## src/rtl/mips_control_ws.sv

```systemverilog
// Multicycle MIPS control FSM with parametrised memory wait states,
// stall gating, retired-instruction counter and an absorbing error state.
module mips_control_ws #(
  parameter int unsigned MEM_LATENCY = 1,
  parameter int unsigned RETIRE_W    = 32
) (
  input  logic                clk,
  input  logic                rst,
  input  logic [5:0]          op_code,
  input  logic [5:0]          funct,
  input  logic                stall,
  output logic                PCWrite,
  output logic                PCWriteCond,
  output logic                IorD,
  output logic                MemWrite,
  output logic                IRWrite,
  output logic                ALUSrcA,
  output logic                RegWrite,
  output logic                EQorNE,
  output logic                Error,
  output logic [1:0]          ALUSrcB,
  output logic [1:0]          PCSource,
  output logic [1:0]          RegDst,
  output logic [1:0]          MemtoReg,
  output logic [2:0]          ALUOp,
  output logic [4:0]          state,
  output logic [RETIRE_W-1:0] retired
);

  localparam int unsigned CNT_W = 4;
  localparam logic [CNT_W-1:0] CNT_LAST = CNT_W'(MEM_LATENCY - 1);

  localparam logic [5:0] OP_R_TYPE = 6'h00;
  localparam logic [5:0] OP_J      = 6'h02;
  localparam logic [5:0] OP_JAL    = 6'h03;
  localparam logic [5:0] OP_BEQ    = 6'h04;
  localparam logic [5:0] OP_BNE    = 6'h05;
  localparam logic [5:0] OP_ADDI   = 6'h08;
  localparam logic [5:0] OP_SLTI   = 6'h0A;
  localparam logic [5:0] OP_ANDI   = 6'h0C;
  localparam logic [5:0] OP_ORI    = 6'h0D;
  localparam logic [5:0] OP_XORI   = 6'h0E;
  localparam logic [5:0] OP_LW     = 6'h23;
  localparam logic [5:0] OP_SW     = 6'h2B;
  localparam logic [5:0] FN_JR     = 6'h08;

  localparam logic [2:0] MIPS_AND    = 3'd0;
  localparam logic [2:0] MIPS_OR     = 3'd1;
  localparam logic [2:0] MIPS_ADD    = 3'd2;
  localparam logic [2:0] MIPS_XOR    = 3'd3;
  localparam logic [2:0] MIPS_R_TYPE = 3'd4;
  localparam logic [2:0] MIPS_SUB    = 3'd6;
  localparam logic [2:0] MIPS_SLT    = 3'd7;

  typedef enum logic [4:0] {
    S_FETCH     = 5'd0,
    S_LATCH     = 5'd1,
    S_DECODE    = 5'd2,
    S_EXEC_R    = 5'd3,
    S_WB_R      = 5'd4,
    S_EXEC_I    = 5'd5,
    S_WB_I      = 5'd6,
    S_MEM_ADDR  = 5'd7,
    S_MEM_READ  = 5'd8,
    S_MEM_WB    = 5'd9,
    S_MEM_WRITE = 5'd10,
    S_EXEC_J    = 5'd11,
    S_EXEC_JR   = 5'd12,
    S_EXEC_JAL  = 5'd13,
    S_BRANCH    = 5'd14,
    S_ERROR     = 5'd31
  } state_t;

  state_t           state_q, state_d;
  logic [CNT_W-1:0] cnt_q, cnt_d;
  logic             retire_c;
  logic             wait_done_c;
  logic             is_wait_c;

  assign state       = state_q;
  assign wait_done_c = (cnt_q == CNT_LAST);
  assign is_wait_c   = (state_q == S_FETCH) || (state_q == S_MEM_READ) ||
                       (state_q == S_MEM_WRITE);

  // State, wait counter and retired counter registers
  always_ff @(posedge clk or negedge rst) begin
    if (!rst) begin
      state_q <= S_FETCH;
      cnt_q   <= '0;
      retired <= '0;
    end else begin
      state_q <= state_d;
      cnt_q   <= cnt_d;
      if (retire_c) retired <= retired + RETIRE_W'(1);
    end
  end

  // Next-state, wait counter and Moore output decode with stall gating
  always_comb begin
    state_d     = state_q;
    cnt_d       = cnt_q;
    retire_c    = 1'b0;
    PCWrite     = 1'b0;
    PCWriteCond = 1'b0;
    IorD        = 1'b0;
    MemWrite    = 1'b0;
    IRWrite     = 1'b0;
    ALUSrcA     = 1'b0;
    RegWrite    = 1'b0;
    EQorNE      = 1'b1;
    Error       = 1'b0;
    ALUSrcB     = 2'b01;
    PCSource    = 2'b00;
    RegDst      = 2'b00;
    MemtoReg    = 2'b00;
    ALUOp       = MIPS_ADD;

    case (state_q)
      S_FETCH: begin
        if (wait_done_c) state_d = S_LATCH;
      end
      S_LATCH: begin
        IRWrite = 1'b1;
        PCWrite = 1'b1;
        state_d = S_DECODE;
      end
      S_DECODE: begin
        ALUSrcB = 2'b11;
        case (op_code)
          OP_R_TYPE:                                   state_d = (funct == FN_JR) ? S_EXEC_JR : S_EXEC_R;
          OP_ANDI, OP_ORI, OP_XORI, OP_SLTI, OP_ADDI:  state_d = S_EXEC_I;
          OP_LW, OP_SW:                                state_d = S_MEM_ADDR;
          OP_J:                                        state_d = S_EXEC_J;
          OP_JAL:                                      state_d = S_EXEC_JAL;
          OP_BEQ, OP_BNE:                              state_d = S_BRANCH;
          default:                                     state_d = S_ERROR;
        endcase
      end
      S_EXEC_R: begin
        ALUSrcA = 1'b1;
        ALUSrcB = 2'b00;
        ALUOp   = MIPS_R_TYPE;
        state_d = S_WB_R;
      end
      S_WB_R: begin
        RegWrite = 1'b1;
        RegDst   = 2'b01;
        state_d  = S_FETCH;
        retire_c = 1'b1;
      end
      S_EXEC_I: begin
        ALUSrcA = 1'b1;
        ALUSrcB = 2'b10;
        case (op_code)
          OP_ANDI: ALUOp = MIPS_AND;
          OP_ORI:  ALUOp = MIPS_OR;
          OP_XORI: ALUOp = MIPS_XOR;
          OP_SLTI: ALUOp = MIPS_SLT;
          default: ALUOp = MIPS_ADD;
        endcase
        state_d = S_WB_I;
      end
      S_WB_I: begin
        RegWrite = 1'b1;
        state_d  = S_FETCH;
        retire_c = 1'b1;
      end
      S_MEM_ADDR: begin
        ALUSrcA = 1'b1;
        ALUSrcB = 2'b10;
        case (op_code)
          OP_LW:   state_d = S_MEM_READ;
          OP_SW:   state_d = S_MEM_WRITE;
          default: state_d = S_ERROR;
        endcase
      end
      S_MEM_READ: begin
        IorD = 1'b1;
        if (wait_done_c) state_d = S_MEM_WB;
      end
      S_MEM_WB: begin
        RegWrite = 1'b1;
        MemtoReg = 2'b01;
        state_d  = S_FETCH;
        retire_c = 1'b1;
      end
      S_MEM_WRITE: begin
        IorD     = 1'b1;
        MemWrite = 1'b1;
        if (wait_done_c) begin
          state_d  = S_FETCH;
          retire_c = 1'b1;
        end
      end
      S_EXEC_J: begin
        PCWrite  = 1'b1;
        PCSource = 2'b10;
        state_d  = S_FETCH;
        retire_c = 1'b1;
      end
      S_EXEC_JR: begin
        PCWrite  = 1'b1;
        PCSource = 2'b11;
        state_d  = S_FETCH;
        retire_c = 1'b1;
      end
      S_EXEC_JAL: begin
        PCWrite  = 1'b1;
        PCSource = 2'b10;
        RegWrite = 1'b1;
        RegDst   = 2'b10;
        MemtoReg = 2'b10;
        state_d  = S_FETCH;
        retire_c = 1'b1;
      end
      S_BRANCH: begin
        ALUSrcA     = 1'b1;
        ALUSrcB     = 2'b00;
        ALUOp       = MIPS_SUB;
        PCWriteCond = 1'b1;
        PCSource    = 2'b01;
        EQorNE      = (op_code != OP_BNE);
        state_d     = S_FETCH;
        retire_c    = 1'b1;
      end
      S_ERROR: begin
        Error = 1'b1;
      end
      default: begin
        state_d = S_ERROR;
      end
    endcase

    // Stall freezes progress and suppresses every write enable
    if (stall && (state_q != S_ERROR)) begin
      state_d     = state_q;
      retire_c    = 1'b0;
      PCWrite     = 1'b0;
      PCWriteCond = 1'b0;
      MemWrite    = 1'b0;
      IRWrite     = 1'b0;
      RegWrite    = 1'b0;
    end

    // Counter restarts on every state change and counts only in wait states
    if (state_d != state_q) begin
      cnt_d = '0;
    end else if (!stall && is_wait_c) begin
      cnt_d = cnt_q + CNT_W'(1);
    end
  end

endmodule

```

## config.mk

```make
export PLATFORM = sky130hd
export DESIGN_NAME = mips_control_ws
export DESIGN_NICKNAME = d
export VERILOG_FILES = /design/src/rtl/mips_control_ws.sv
export SDC_FILE = /design/constraint.sdc
export NUM_CORES = 1
export LEC_CHECK = 0
export BUFFER_PORTS_ARGS = -buffer_cell sky130_fd_sc_hd__buf_4
export CORE_UTILIZATION = 40
export CTS_BUF_LIST = sky130_fd_sc_hd__clkbuf_16
export CTS_CLUSTER_DIAMETER = 200
export DETAILED_ROUTE_END_ITERATION = 12
export GPL_TIMING_DRIVEN = 0
export SLEW_MARGIN = 15
export SYNTH_ARGS = -nofsm -noshare
export SYNTH_HDL_FRONTEND = slang
export SYNTH_SLANG_ARGS = --single-unit
```

## constraint.sdc

```tcl
create_clock -name clk -period 6.3 [get_ports clk]
set_input_delay 1.575 -clock clk [delete_from_list [all_inputs] [get_ports clk]]
set_output_delay 1.575 -clock clk [all_outputs]
set_load 0.02 [all_outputs]
```

==> results of run 1 <==
-- layer usage --
layer / part of all wire (%) / global-route usage [%]
met1: 49 / 28.7
met2: 45 / 30.5
met3: 5.0 / 3.96
met4: 1.2 / 4.91
met5: 0 / 0
-- layout make-up --
class	count	area [um2]	area share, %
multi-input cells	221	1440	43.2
clock inverters	2	7.51	0.225
flip-flops and latches	41	1030	30.8
well taps	75	93.8	2.82
clock buffers	5	125	3.76
repair buffers	69	518	15.6
plain buffers	13	67.6	2.03
inverters	14	52.6	1.58
-- registers in the layout (all words and copies together), names as in the netlist --
name / count
cnt_q: 4
retired: 32
state: 5
-- power by group --
part | leakage, nW | internal [W] | switching, W | total, W
combinational | 0.972 | 0.0000140 | 0.0000207 | 0.0000347
clock | 0.0685 | 0.000142 | 0.0000934 | 0.000235
sequential | 0.530 | 0.000266 | 0.00000591 | 0.000272
total | 1.57 | 0.000422 | 0.000120 | 0.000542
-- cell usage after synthesis, types with 3 or more instances --
cell type	instances
nor4_1	7
xor2_1	11
nand2b_1	7
o21ai_0	9
a21oi_1	12
or3_1	4
ha_1	3
nand2_1	20
buf_2	3
and4b_1	3
nor3_1	9
nand4_1	6
nor2_1	35
or4_1	4
dfrtp_1	41
or2_2	4
clkbuf_1	7
inv_1	14
nand3_1	17
xnor2_1	22
and3_1	5
-- critical path: stages --
cell and delay (ns):
buf_4 0.14, nor2_1 0.14, nand3_1 0.10, or3_1 0.34
o31ai_1 0.23, buf_4 0.18
-- worst max path at each step --
stage / from / end / cells past startpoint / slack [ns]
CTS: op_code[5] / ALUOp[2] / 6 / 2.02
global placement: op_code[5] / ALUOp[2] / 6 / 2.03
detailed placement: op_code[5] / ALUOp[2] / 6 / 2.02
finish: op_code[5] / ALUOp[2] / 6 / 2.03
floorplan: stall / IRWrite / 4 / 1.95
global route: op_code[5] / ALUOp[2] / 6 / 1.92
-- kinds of logic after synthesis --
logic type | count (synthesis) | share of synthesized area (%)
mux | 3 | 1.21
compound gates | 43 | 11.7
xor+xnor | 33 | 11.2
buf+inv | 27 | 4.65
flops | 41 | 39.7
fa+ha+maj | 3 | 1.45
simple gates | 139 | 30.2
-- through the flow --
| step | utilization (%) | hold slack, ns |
|---|---|---|
| after floorplan | - | 0.578 |
| after global placement | 52.7 | 0.459 |
| after detailed placement | 52.7 | 0.466 |
| after CTS | 54.9 | 0.475 |
| after global routing | 54.9 | 0.493 |
| final | 54.9 | 0.471 |
==> flow_summary_export.csv, run 1 <==
group,metric,value,unit
setup_path,critPathMaxFanout,8,
setup_path,cp-end-kind,"output pin",
timing,worst_slack,2.03,ns
logic_synthesis,yosys.area.top_type,"dfrtp_1",
timing,max_freq,234,MHz
timing,totalNegativeSetupSlack,0,ns
layout,final_cells,440,
grt,overflow,0,
route,wl_per_cell,14.4,um
clock_tree,clock_latency,0.28,ns
die,rows,28,
pwr,static-leakage-power,1.57,nW
setup_path,required,4.72,ns
logic_synthesis,ys_seq_area_share,39.7,%
setup_path,reg2reg_depth,10,
logic_synthesis,synthArstFlopShare,100,%
clock_tree,cts_hold_buf,0,
layout,drive_above_1_share,26.3,%
timing,finalMaxSlewViolations,0,
die,die_x,82.4,um
die,pin_count,72,
logic_synthesis,synth_ff_type,"dfrtp_1",
timing,skew,0.00642,ns
logic_synthesis,synth_cells,289,
die,design.die.area,6790,um2
timing,rsz0062_at_grt,"false",
route,drt-initial-drc-count,98,
clock_tree,ctsLongestPathBuffers,2,
setup_path,crit_type,"primary input to output pin",
die,coreArea,6060,um2
route,avgViaCountPerCell,5.42,
logic_synthesis,ys_ff_latch,41,
clock_tree,postCtsSetupRepairBufs,0,
setup_path,rr_startpoint,"cnt_q[0]",
logic_synthesis,netlist-cell-type-count,58,
place,dp_hpwl,4.69,mm
timing,hold_viol_final,0,
route,vias,2383,
logic_synthesis,syn_avg_cell_area,8.94,um2
logic_synthesis,synthTopCellsByArea,"dfrtp_1 (40%), xnor2_1 (7.5%), nor2_1 (5.1%), xor2_1 (3.7%), nand3_1 (3.3%)",
clock_tree,cts_root_buffer,"clkbuf_16",
timing,maxSlewHeadroom,55.0,%
setup_path,worst_setup_path_start_kind,"primary input",
layout,final_common_cell,"buf_4",
place,post-place-ws,2.02,ns
layout,fin_area,3330,um2
layout,synthToLayoutAreaGrowth,28.8,%
logic_synthesis,synthesis.nets,307,
logic_synthesis,synth_area,2580,um2
grt,grt.total_usage,20.0,%
layout,n_fill_cell,554,
route,routed_wl,6.34,mm
hold_path,min_from,"retired[31]",
setup_path,crit_arrival,2.70,ns
clock_tree,clkTransAtPathRegs,0.06,ns
clock_tree,htree_levels,2,
logic_synthesis,synth_edf_count,0,
clock_tree,tritoncts,"built",
layout,antennaDiodeCount,0,
timing,period_needed,4.27,ns
pwr,power,0.000542,W
timing,tightest_slew,0.673,ns
run,drv_cap,0,
layout,final_nets,383,
timing,setup_viol,0,
route,dr.pass1.iters,4,
pwr,peakVddDrop,0.000156,V
place,finalWeightedCongestion,0.908,
layout,final_cell_mix,"buf_4 (71), dfrtp_1 (41), nor2_1 (35)",
clock_tree,cts_resized,0,
status,status,"completed",
route,antenna_left,0,
hold_path,hp-class,"flip-flop to flip-flop",
timing,period_share,67.9,%
grt,antenna_found_initial,0,
grt,grt_pass1_vias,2204,
die,fp.dieH,82.4,um
pwr,powerDensity,163,nW/um2
route,drcViolationCount,0,
die,start_util,42.7,%
place,port_buffers,69,
place,dpl_cell_area,3200,um2
setup_path,r2r_slack,3.34,ns
logic_synthesis,synth_top_area_share,39.7,%
hold_path,whs_path_depth,1,
setup_path,r2r_end,"retired[28]",
grt,grt_max_degree,42,
clock_tree,numCtsBuffers,5,
clock_tree,cts.sinks,41,
grt,grt_pass1_wl,10.4,mm
place,dp.cells,433,
logic_synthesis,ys_warn_count,0,
hold_path,holdPathEnd,"retired[31]",
Note: power is estimated with default switching activity, not from simulation.
==> inputs of run 2 (changes only) <==
- ABC_AREA: not set -> 1
- clock period: 6.3 -> 4.4 ns (I/O delays scaled with it)
==> run 2 against run 1 <==
  * Via count up 33%
  * Worst setup slack worse by 0.86 ns
  * Clock power up 44%
  * Hold slack gained 0.062 ns
  * Critical endpoint unchanged
  * Largest power group unchanged
==> flow_summary_export.csv, run 2 <==
group,metric,value,unit
logic_synthesis,netlist-cell-type-count,34,
logic_synthesis,yosysMostFrequentCell,"nand2_1",
logic_synthesis,syn_avg_cell_area,6.64,um2
logic_synthesis,synthesis.nets,488,
pwr,power,0.000753,W
timing,totalNegativeSetupSlack,0,ns
logic_synthesis,ys_warn_count,0,
layout,top_register,"retired",
logic_synthesis,synth_ff_type,"dfrtp_1",
clock_tree,cts.sinks,41,
route,routed_wl,8.56,mm
timing,worst_slack,1.17,ns
die,die_x,90.3,um
layout,drive_above_1_share,20.9,%
place,dp_hpwl,6.81,mm
pwr,powerDensity,193,nW/um2
clock_tree,clock_latency,0.28,ns
clock_tree,cts_hold_buf,0,
logic_synthesis,synthTopCellsByArea,"dfrtp_1 (33%), nand2_1 (16%), inv_1 (7.8%), nor2_1 (7.5%), xor2_1 (6.5%)",
setup_path,cpMaxStageDelayCell,"nor2_1",
grt,antenna_found_initial,0,
layout,final_cells,645,
timing,period_needed,3.23,ns
place,port_buffers,70,
layout,final_cell_mix,"nand2_1 (135), buf_4 (71), inv_1 (65)",
die,rows,31,
layout,antennaDiodeCount,0,
route,antenna_left,0,
timing,period_share,73.4,%
setup_path,crit_chain,"buf_4 > nor2_1 > nand3_1 > o31ai_1 > buf_4",
pwr,peakVddDrop,0.000121,V
die,start_util,42.1,%
setup_path,crit_type,"primary input to output pin",
layout,largest_reg_flops,32,
clock_tree,tritoncts,"built",
route,drt-initial-drc-count,103,
layout,final_nets,565,
route,vias,3178,
timing,hold_viol_final,0,
clock_tree,cts_resized,0,
place,dp.cells,639,
grt,grt.total_usage,22.4,%
timing,max_freq,309,MHz
layout,utilization,52.6,%
route,dr.pass1.iters,4,
die,pin_count,72,
logic_synthesis,ys_seq_area_share,32.9,%
status,status,"completed",
route,drcViolationCount,0,
grt,grt_pass1_wl,14.7,mm
grt,grt_max_degree,42,
clock_tree,postCtsSetupRepairBufs,0,
logic_synthesis,synthTopCellsByCount,"nand2_1 (135), inv_1 (65), nor2_1 (62), dfrtp_1 (41), nand3_1 (36)",
timing,maxSlewHeadroom,64.1,%
grt,grt_pass1_vias,2966,
clock_tree,numCtsBuffers,5,
logic_synthesis,ys_ff_latch,41,
setup_path,reg2reg_depth,11,
hold_path,whs_path_depth,1,
timing,tightest_slew,0.539,ns
layout,synthToLayoutAreaGrowth,25.0,%
place,finalWeightedCongestion,0.891,
run,drv_cap,0,
clock_tree,clkTransAtPathRegs,0.05,ns
logic_synthesis,synth_area,3120,um2
route,wl_per_cell,13.3,um
route,avgViaCountPerCell,4.93,
logic_synthesis,yosys.area.top_type,"dfrtp_1",
layout,final_common_cell,"nand2_1",
pwr,static-leakage-power,2.13,nW
logic_synthesis,synth_top_area_share,32.9,%
setup_path,crit_arrival,2.13,ns
clock_tree,ctsLongestPathBuffers,2,
die,design.die.area,8150,um2
timing,skew,0.00633,ns
timing,setup_viol,0,
clock_tree,cts_root_buffer,"clkbuf_16",
setup_path,cp_common_cell,"buf_4",
setup_path,worst_setup_path_start_kind,"primary input",
timing,rsz0062_at_grt,"false",
die,fp.dieH,90.3,um
clock_tree,htree_levels,2,
grt,overflow,0,
logic_synthesis,synthArstFlopShare,100,%
die,coreArea,7410,um2
place,post-place-ws,1.17,ns
logic_synthesis,synth_cells,470,
setup_path,cp-end-kind,"output pin",
hold_path,hp-class,"flip-flop to flip-flop",
timing,finalMaxSlewViolations,0,
logic_synthesis,synth_edf_count,0,
setup_path,critPathMaxFanout,7,
setup_path,required,3.30,ns
setup_path,max_stage_delay,0.33,ns
==> run 2: changes by cell type after synthesis, sizes merged, moves of 5 or more <==
cell / change
or3: -5
nor3: +10
xnor2: -14
or4: -6
nor2: +37
and3: -5
clkbuf: -5
nand2b: -8
xor2: +12
nand3: +22
nand2: +121
inv: +58
==> run 2: per-stage QoR <==
stage                     hold slack, ns  instance area (um2)
after floorplan                    0.521                 3120
after global placement             0.509                 3770
after detailed placement           0.522                 3770
after CTS                          0.535                 3900
after global routing               0.573                 3900
final                              0.533                 3900
==> run 2: final cells by class <==
type                    count  area (um2)
clock inverters             1        5.00
clock buffers               5         125
multi-input cells         349        1780
well taps                  99         124
flip-flops and latches     41        1030
inverters                  72         270
plain buffers               8        47.5
fillers                   780        3510
repair buffers             70         526
==> run 2: report_power, final <==
group          leakage (nW)  switching [W]  internal, W
registers             0.492    0.000000812     0.000378
logic                  1.57      0.0000227    0.0000131
clock network        0.0655       0.000136     0.000202
==> run 2: worst paths after layout <==
kind | startpoint | to | slack (ns)
min in group asynchronous | rst | cnt_q[1] | 0.80
worst max-delay path | op_code[5] | ALUOp[2] | 1.17
worst min register to register | retired[7] | retired[7] | 0.53
max in group asynchronous | rst | retired[5] | 3.22
worst max register to register | state[1] | retired[16] | 2.29
worst min-delay path | retired[7] | retired[7] | 0.53
==> run 2: cells by family after synthesis <==
logic type / after synthesis / synth area share (%)
AO/OA/AOI/OAI: 24 / 4.45
XOR/XNOR: 31 / 8.70
flip-flops: 41 / 32.9
AND/OR/NAND/NOR: 291 / 42.6
buffers and inverters: 80 / 10.2
adder cells (fa/ha/maj): 3 / 1.20
==> run 2: worst max-delay path, delay by kind of cell <==
family	cells	cell delay, ns
AOI/OAI and AO/OA	1	0.24
buffers and inverters	2	0.29
and+or+nand+nor	2	0.50
==> run 2: routing by layer <==
layer	GRT usage, %	vias up	routed length [um]
met2	36.6	73	4150
met4	5.24	0	76
met5	0	-	0
met1	31.1	1476	3990
met3	3.70	4	348
li1	-	1625	-
